<file path="src/rtl/fxp_calc_if.sv">
// Operand/result bundle for fxp_calc: one valid-qualified operand pair in, one registered result out.
// Valid-only flow: no ready; a pair is consumed on every edge where in_valid=1, and out_valid marks the result one cycle later.
interface fxp_calc_if #(
    parameter int I1_PREC = 8,
    parameter int I2_PREC = 8,
    parameter int O_PREC  = 8
) ();
    logic               in_valid;
    logic [I1_PREC-1:0] in1;
    logic [I2_PREC-1:0] in2;
    logic               out_valid;
    logic [O_PREC-1:0]  out;
    logic               ovf;
    logic               udf;
    logic               rounded;

    modport master (
        output in_valid, in1, in2,
        input  out_valid, out, ovf, udf, rounded
    );

    modport slave (
        input  in_valid, in1, in2,
        output out_valid, out, ovf, udf, rounded
    );
endinterface

</file>
<file path="src/rtl/fxp_calc.sv">
// Two-operand INT/FXP adder: aligns binary points, adds exactly, converts to the output
// format with floor rounding and saturation, and registers the result (latency 1).
module fxp_calc #(
    parameter int TYPE    = 0,
    parameter int I1_SIGN = 1,
    parameter int I1_PREC = 8,
    parameter int I1_FRAC = 0,
    parameter int I2_SIGN = 1,
    parameter int I2_PREC = 8,
    parameter int I2_FRAC = 0,
    parameter int O_SIGN  = ((I1_SIGN != 0) || (I2_SIGN != 0)) ? 1 : 0,
    parameter int O_PREC  = (I1_PREC > I2_PREC) ? I1_PREC : I2_PREC,
    parameter int O_FRAC  = (I1_FRAC > I2_FRAC) ? I1_FRAC : I2_FRAC
) (
    input logic        clk,
    input logic        reset,
    fxp_calc_if.slave  bus
);
    // INT mode treats every format as having no fraction bits
    localparam int EF1 = (TYPE == 1) ? I1_FRAC : 0;
    localparam int EF2 = (TYPE == 1) ? I2_FRAC : 0;
    localparam int EFO = (TYPE == 1) ? O_FRAC  : 0;
    localparam int F   = (EF1 > EF2) ? EF1 : EF2;
    localparam int IW1 = I1_PREC - EF1;
    localparam int IW2 = I2_PREC - EF2;
    localparam int W   = ((IW1 > IW2) ? IW1 : IW2) + F + 2;
    localparam int SH1 = F - EF1;
    localparam int SH2 = F - EF2;
    localparam int RS  = (F > EFO) ? (F - EFO) : 0;
    localparam int LS  = (EFO > F) ? (EFO - F) : 0;
    // Range-check width holds the left-shifted sum and both output limits with headroom
    localparam int CW  = (((W + LS) > O_PREC) ? (W + LS) : O_PREC) + 2;

    localparam logic signed [CW-1:0] MAXV = (CW'(1) <<< (O_PREC - O_SIGN)) - CW'(1);
    localparam logic signed [CW-1:0] MINV = (O_SIGN != 0) ? -(CW'(1) <<< (O_PREC - 1)) : '0;

    logic                     s1, s2;
    logic signed [W-1:0]      ext1, ext2, a1, a2, sum, q;
    logic signed [CW-1:0]     cv;
    logic [O_PREC-1:0]        nxt_out;
    logic                     nxt_ovf, nxt_udf, nxt_rnd;

    assign s1 = (I1_SIGN != 0) ? bus.in1[I1_PREC-1] : 1'b0;
    assign s2 = (I2_SIGN != 0) ? bus.in2[I2_PREC-1] : 1'b0;

    always_comb begin
        ext1    = {{(W-I1_PREC){s1}}, bus.in1};
        ext2    = {{(W-I2_PREC){s2}}, bus.in2};
        a1      = ext1 <<< SH1;
        a2      = ext2 <<< SH2;
        sum     = a1 + a2;
        // Arithmetic right shift floors toward -inf; any lost bit makes the shift non-reversible
        q       = sum >>> RS;
        nxt_rnd = ((q <<< RS) != sum);
        cv      = CW'(q) <<< LS;
        nxt_out = cv[O_PREC-1:0];
        nxt_ovf = 1'b0;
        nxt_udf = 1'b0;
        if (cv > MAXV) begin
            nxt_out = MAXV[O_PREC-1:0];
            nxt_ovf = 1'b1;
        end else if (cv < MINV) begin
            nxt_out = MINV[O_PREC-1:0];
            nxt_udf = 1'b1;
        end
    end

    always_ff @(posedge clk) begin
        if (reset) begin
            bus.out_valid <= 1'b0;
            bus.out       <= '0;
            bus.ovf       <= 1'b0;
            bus.udf       <= 1'b0;
            bus.rounded   <= 1'b0;
        end else begin
            bus.out_valid <= bus.in_valid;
            if (bus.in_valid) begin
                bus.out     <= nxt_out;
                bus.ovf     <= nxt_ovf;
                bus.udf     <= nxt_udf;
                bus.rounded <= nxt_rnd;
            end
        end
    end
endmodule

</file>
<file path="src/flat_wrapper.sv">
// flat-port wrapper written by rule: the top's interface ports become plain ports
module fxp_calc_flat 
#(
    parameter int TYPE    = 0,
    parameter int I1_SIGN = 1,
    parameter int I1_PREC = 8,
    parameter int I1_FRAC = 0,
    parameter int I2_SIGN = 1,
    parameter int I2_PREC = 8,
    parameter int I2_FRAC = 0,
    parameter int O_SIGN  = ((I1_SIGN != 0) || (I2_SIGN != 0)) ? 1 : 0,
    parameter int O_PREC  = (I1_PREC > I2_PREC) ? I1_PREC : I2_PREC,
    parameter int O_FRAC  = (I1_FRAC > I2_FRAC) ? I1_FRAC : I2_FRAC
)
  (clk, reset, bus_in_valid, bus_in1, bus_in2, bus_out_valid, bus_out, bus_ovf, bus_udf, bus_rounded);
  fxp_calc_if #(.I1_PREC(I1_PREC), .I2_PREC(I2_PREC), .O_PREC(O_PREC)) bus_i ();
  input logic clk;
  input logic reset;
  input wire logic [$bits(bus_i.in_valid)-1:0] bus_in_valid;
  input wire logic [$bits(bus_i.in1)-1:0] bus_in1;
  input wire logic [$bits(bus_i.in2)-1:0] bus_in2;
  output wire logic [$bits(bus_i.out_valid)-1:0] bus_out_valid;
  output wire logic [$bits(bus_i.out)-1:0] bus_out;
  output wire logic [$bits(bus_i.ovf)-1:0] bus_ovf;
  output wire logic [$bits(bus_i.udf)-1:0] bus_udf;
  output wire logic [$bits(bus_i.rounded)-1:0] bus_rounded;
  assign bus_i.in_valid = bus_in_valid;
  assign bus_i.in1 = bus_in1;
  assign bus_i.in2 = bus_in2;
  assign bus_out_valid = bus_i.out_valid;
  assign bus_out = bus_i.out;
  assign bus_ovf = bus_i.ovf;
  assign bus_udf = bus_i.udf;
  assign bus_rounded = bus_i.rounded;
  fxp_calc #(.TYPE(TYPE), .I1_SIGN(I1_SIGN), .I1_PREC(I1_PREC), .I1_FRAC(I1_FRAC), .I2_SIGN(I2_SIGN), .I2_PREC(I2_PREC), .I2_FRAC(I2_FRAC), .O_SIGN(O_SIGN), .O_PREC(O_PREC), .O_FRAC(O_FRAC)) u_core (.clk(clk), .reset(reset), .bus(bus_i));
endmodule
</file>
<file path="config.mk">
export PLATFORM = sky130hd
export DESIGN_NAME = fxp_calc_flat
export DESIGN_NICKNAME = d
export VERILOG_FILES = /design/src/rtl/fxp_calc_if.sv /design/src/rtl/fxp_calc.sv /design/src/flat_wrapper.sv
export SDC_FILE = /design/constraint.sdc
export NUM_CORES = 1
export LEC_CHECK = 0
export ABC_AREA = 1
export BUFFER_PORTS_ARGS = -buffer_cell sky130_fd_sc_hd__buf_2
export CORE_UTILIZATION = 30
export CTS_BUF_LIST = sky130_fd_sc_hd__clkbuf_16
export CTS_CLUSTER_DIAMETER = 60
export DETAILED_ROUTE_END_ITERATION = 12
export PLACE_DENSITY = 0.56
export SYNTH_ARGS = -nofsm -noshare
export SYNTH_HDL_FRONTEND = slang
export SYNTH_SLANG_ARGS = --single-unit
</file>
<file path="constraint.sdc">
create_clock -name clk -period 4.5 [get_ports clk]
set_input_delay 0.675 -clock clk [delete_from_list [all_inputs] [get_ports clk]]
set_output_delay 0.675 -clock clk [all_outputs]
set_load 0.02 [all_outputs]
</file>
==> flow_metrics.py <==
metrics = {
    "outcome": {
        "outcome": "completed",
    },
    "grt": {
        "grt_pass1_vias": 719,
        "grt_max_degree": 19,
        "overflow": 0,
        "grt.total_usage": 0.135,
        "grt_pass1_wl_mm": 2.85,
        "antenna_found_initial": 0,
    },
    "placement": {
        "portBuffers": 29,
        "gp_congestion": 0.709,
        "place_ws_ns": 2.23,
        "dp_hpwl_mm": 1.40,
        "placed_cell_area_um2": 1000,
    },
    "critical_path": {
        "cp.required_ns": 4.62,
        "cp-start-kind": "input pin",
        "path_class": "input pin to register",
        "cp_max_fo": 7,
        "crit_arrival_ns": 2.15,
        "worstSetupEndpointType": "register",
    },
    "min_path": {
        "min_path_type": "register to register",
    },
    "cts": {
        "cts-root-buf": "clkbuf_16",
        "numCtsBuffers": 3,
        "holdBufCountCts": 0,
        "cts_htree_levels": 1,
        "cts_resized": 0,
        "clock_latency_ns": 0.24,
        "clk_pin_slew_ns": 0.04,
        "max-clock-path-buffers": 2,
        "cts_setup_buffers": 0,
        "cts_sinks": 11,
        "cts_tree": "built",
    },
    "logic_synthesis": {
        "synth_top_area_frac": 0.264,
        "synthTopCellsByCount": "nand2_1 (29), inv_1 (15), nand3_1 (15)",
        "synth_edf_count": 0,
        "ys_types": 23,
        "syn_inst": 121,
        "synthArstFlopShare": 0,
        "ys.warnings.count": 0,
        "syn_area_um2": 835,
        "synth_flop_cell": "dfxtp_1",
        "yosys-top-cells-area": "dfxtp_1 (26%), nand2_1 (13%), ha_1 (12%)",
        "synth_top_cell_by_area": "dfxtp_1",
        "synthMostInstantiatedCell": "nand2_1",
        "ys_seq_area_frac": 0.264,
        "mappedNetlistNets": 149,
        "ys_ff_latch": 11,
        "synth_area_per_cell_um2": 6.90,
    },
    "final_layout": {
        "antenna_cells": 0,
        "final_area_um2": 1080,
        "layout-drive-gt1-share": 0.311,
        "fin_nets": 180,
        "area_growth_pct": 29.4,
    },
    "die": {
        "coreArea_um2": 2540,
        "start_util": 0.328,
        "design.die.area_um2": 3000,
        "rows": 18,
        "die_w_um": 54.7,
        "io_pins": 31,
        "dieHeight_um": 54.7,
    },
    "route": {
        "drt-total-wl_mm": 1.67,
        "dr.pass1.iters": 3,
        "avgViaCountPerCell": 4.66,
        "postRouteAntennaNets": 0,
        "route.detailed.drc": 0,
        "drt_iter0_markers": 9,
        "via_count": 843,
        "wl_per_cell_um": 9.25,
    },
    "timing": {
        "finalSetupViolations": 0,
        "fmax_mhz": 493,
        "setup-tns-final_ns": 0,
        "period_needed_ns": 2.03,
        "fin_hold_ws_ns": 0.503,
        "finClkSkew_ns": 0,
        "finalWorstSetupSlack_ns": 2.47,
        "slew_violations": 0,
        "finalCritPeriodShare": 0.450,
        "hold_violations": 0,
        "rsz0062_at_grt": "false",
    },
    "pwr": {
        "p_leak_uw": 0.000608,
        "switching_share": 0.300,
        "p_sw_uw": 116,
        "ir_worst_vdd_mv": 0.228,
        "powerDensity_nw_per_um2": 358,
        "seq_power_share": 0.292,
        "combPwrFrac": 0.296,
        "power.clock.fraction": 0.412,
        "intPower_uw": 270,
    },
    "run": {
        "maxCapViolCount": 0,
    },
}
layer usage:
metal / part of all wire / vias to the layer above / track usage
met5: 0 / - / 0
met4: 0.025 / 0 / 0.0769
met3: 0.053 / 5 / 0.0250
met2: 0.43 / 26 / 0.223
met1: 0.49 / 367 / 0.160
li1: - / 445 / -
critical path, stage by stage:
cell and delay [ns]:
buf_2 0.10, ha_1 0.21, fa_1 0.37, nand2_1 0.10
nand2_1 0.09, nand4_1 0.07, nand2_1 0.05, nand2_1 0.08
nand2_1 0.17, nand2_2 0.15, a21oi_1 0.07
placed cells by master, fill, tap and decap left out, drive strengths merged:
| cell type | Yosys | layout |
|---|---|---|
| nand3b | 1 | 1 |
| xor2 | 3 | 3 |
| buf | 2 | 29 |
| dfxtp | 11 | 11 |
| inv | 15 | 16 |
| o21ai | 4 | 4 |
| nand4 | 1 | 1 |
| clkinv | 1 | 1 |
| xnor2 | 1 | 1 |
| nand2 | 33 | 33 |
| a21oi | 10 | 10 |
| or2 | 6 | 6 |
| nor2 | 5 | 5 |
| ha | 8 | 8 |
| conb | 1 | 1 |
| clkbuf | 1 | 3 |
| fa | 1 | 1 |
| nand3 | 17 | 17 |
layout make-up:
class	instances	area, um2
repair buffers	29	145
multi-input cells	91	538
clock buffers	3	75.1
well taps	30	37.5
clock inverters	1	3.75
flip-flops and latches	11	220
inverters	16	60.1
fillers	294	1470
metrics by stage:
step | total power, uW | util | std cells
floorplan | 199 | - | 121
global placement | 229 | 0.393 | 177
detailed placement | 230 | 0.393 | 177
CTS | 392 | 0.424 | 181
global route | 413 | 0.424 | 181
finish | 386 | 0.424 | 181
flip-flops by register name, indices dropped and copies added, names as in the netlist:
| register | flops |
|---|---|
| u_core.bus.out | 8 |
| u_core.bus.ovf | 1 |
| u_core.bus.out_valid | 1 |
| u_core.bus.udf | 1 |
cells by family (layout without fill, tap and decap cells):
family,Yosys count,in the layout,share of synthesized area
AOI/OAI and AO/OA,14,14,0.0930
DFF,11,11,0.264
other,1,1,0.00449
xor gates and xnor gates,4,4,0.0420
adders and majority gates,9,9,0.144
and+or+nand+nor,63,63,0.361
buffers and inverters,19,49,0.0914
final timing paths:
check	from	to	slack [ns]	depth (start not counted)
worst max-delay path	bus_in2[0]	u_core.bus.out[3]$_SDFFE_PP0P_	2.47	11
worst min-delay path	u_core.bus.ovf$_SDFFE_PP0P_	u_core.bus.ovf$_SDFFE_PP0P_	0.50	2
worst max register to register	u_core.bus.out[4]$_SDFFE_PP0P_	u_core.bus.out[4]$_SDFFE_PP0P_	3.66	3
worst min register to register	u_core.bus.ovf$_SDFFE_PP0P_	u_core.bus.ovf$_SDFFE_PP0P_	0.50	2
power groups by stage:
| stage | logic (uW) | clock network, uW | registers [uW] |
|---|---|---|---|
| floorplan | 70.6 | 0 | 128 |
| global placement | 114 | 0 | 114 |
| detailed placement | 115 | 0 | 115 |
| CTS | 116 | 163 | 113 |
| global route | 130 | 169 | 114 |
| finish | 114 | 159 | 113 |
(Power assumes the default switching activity.)
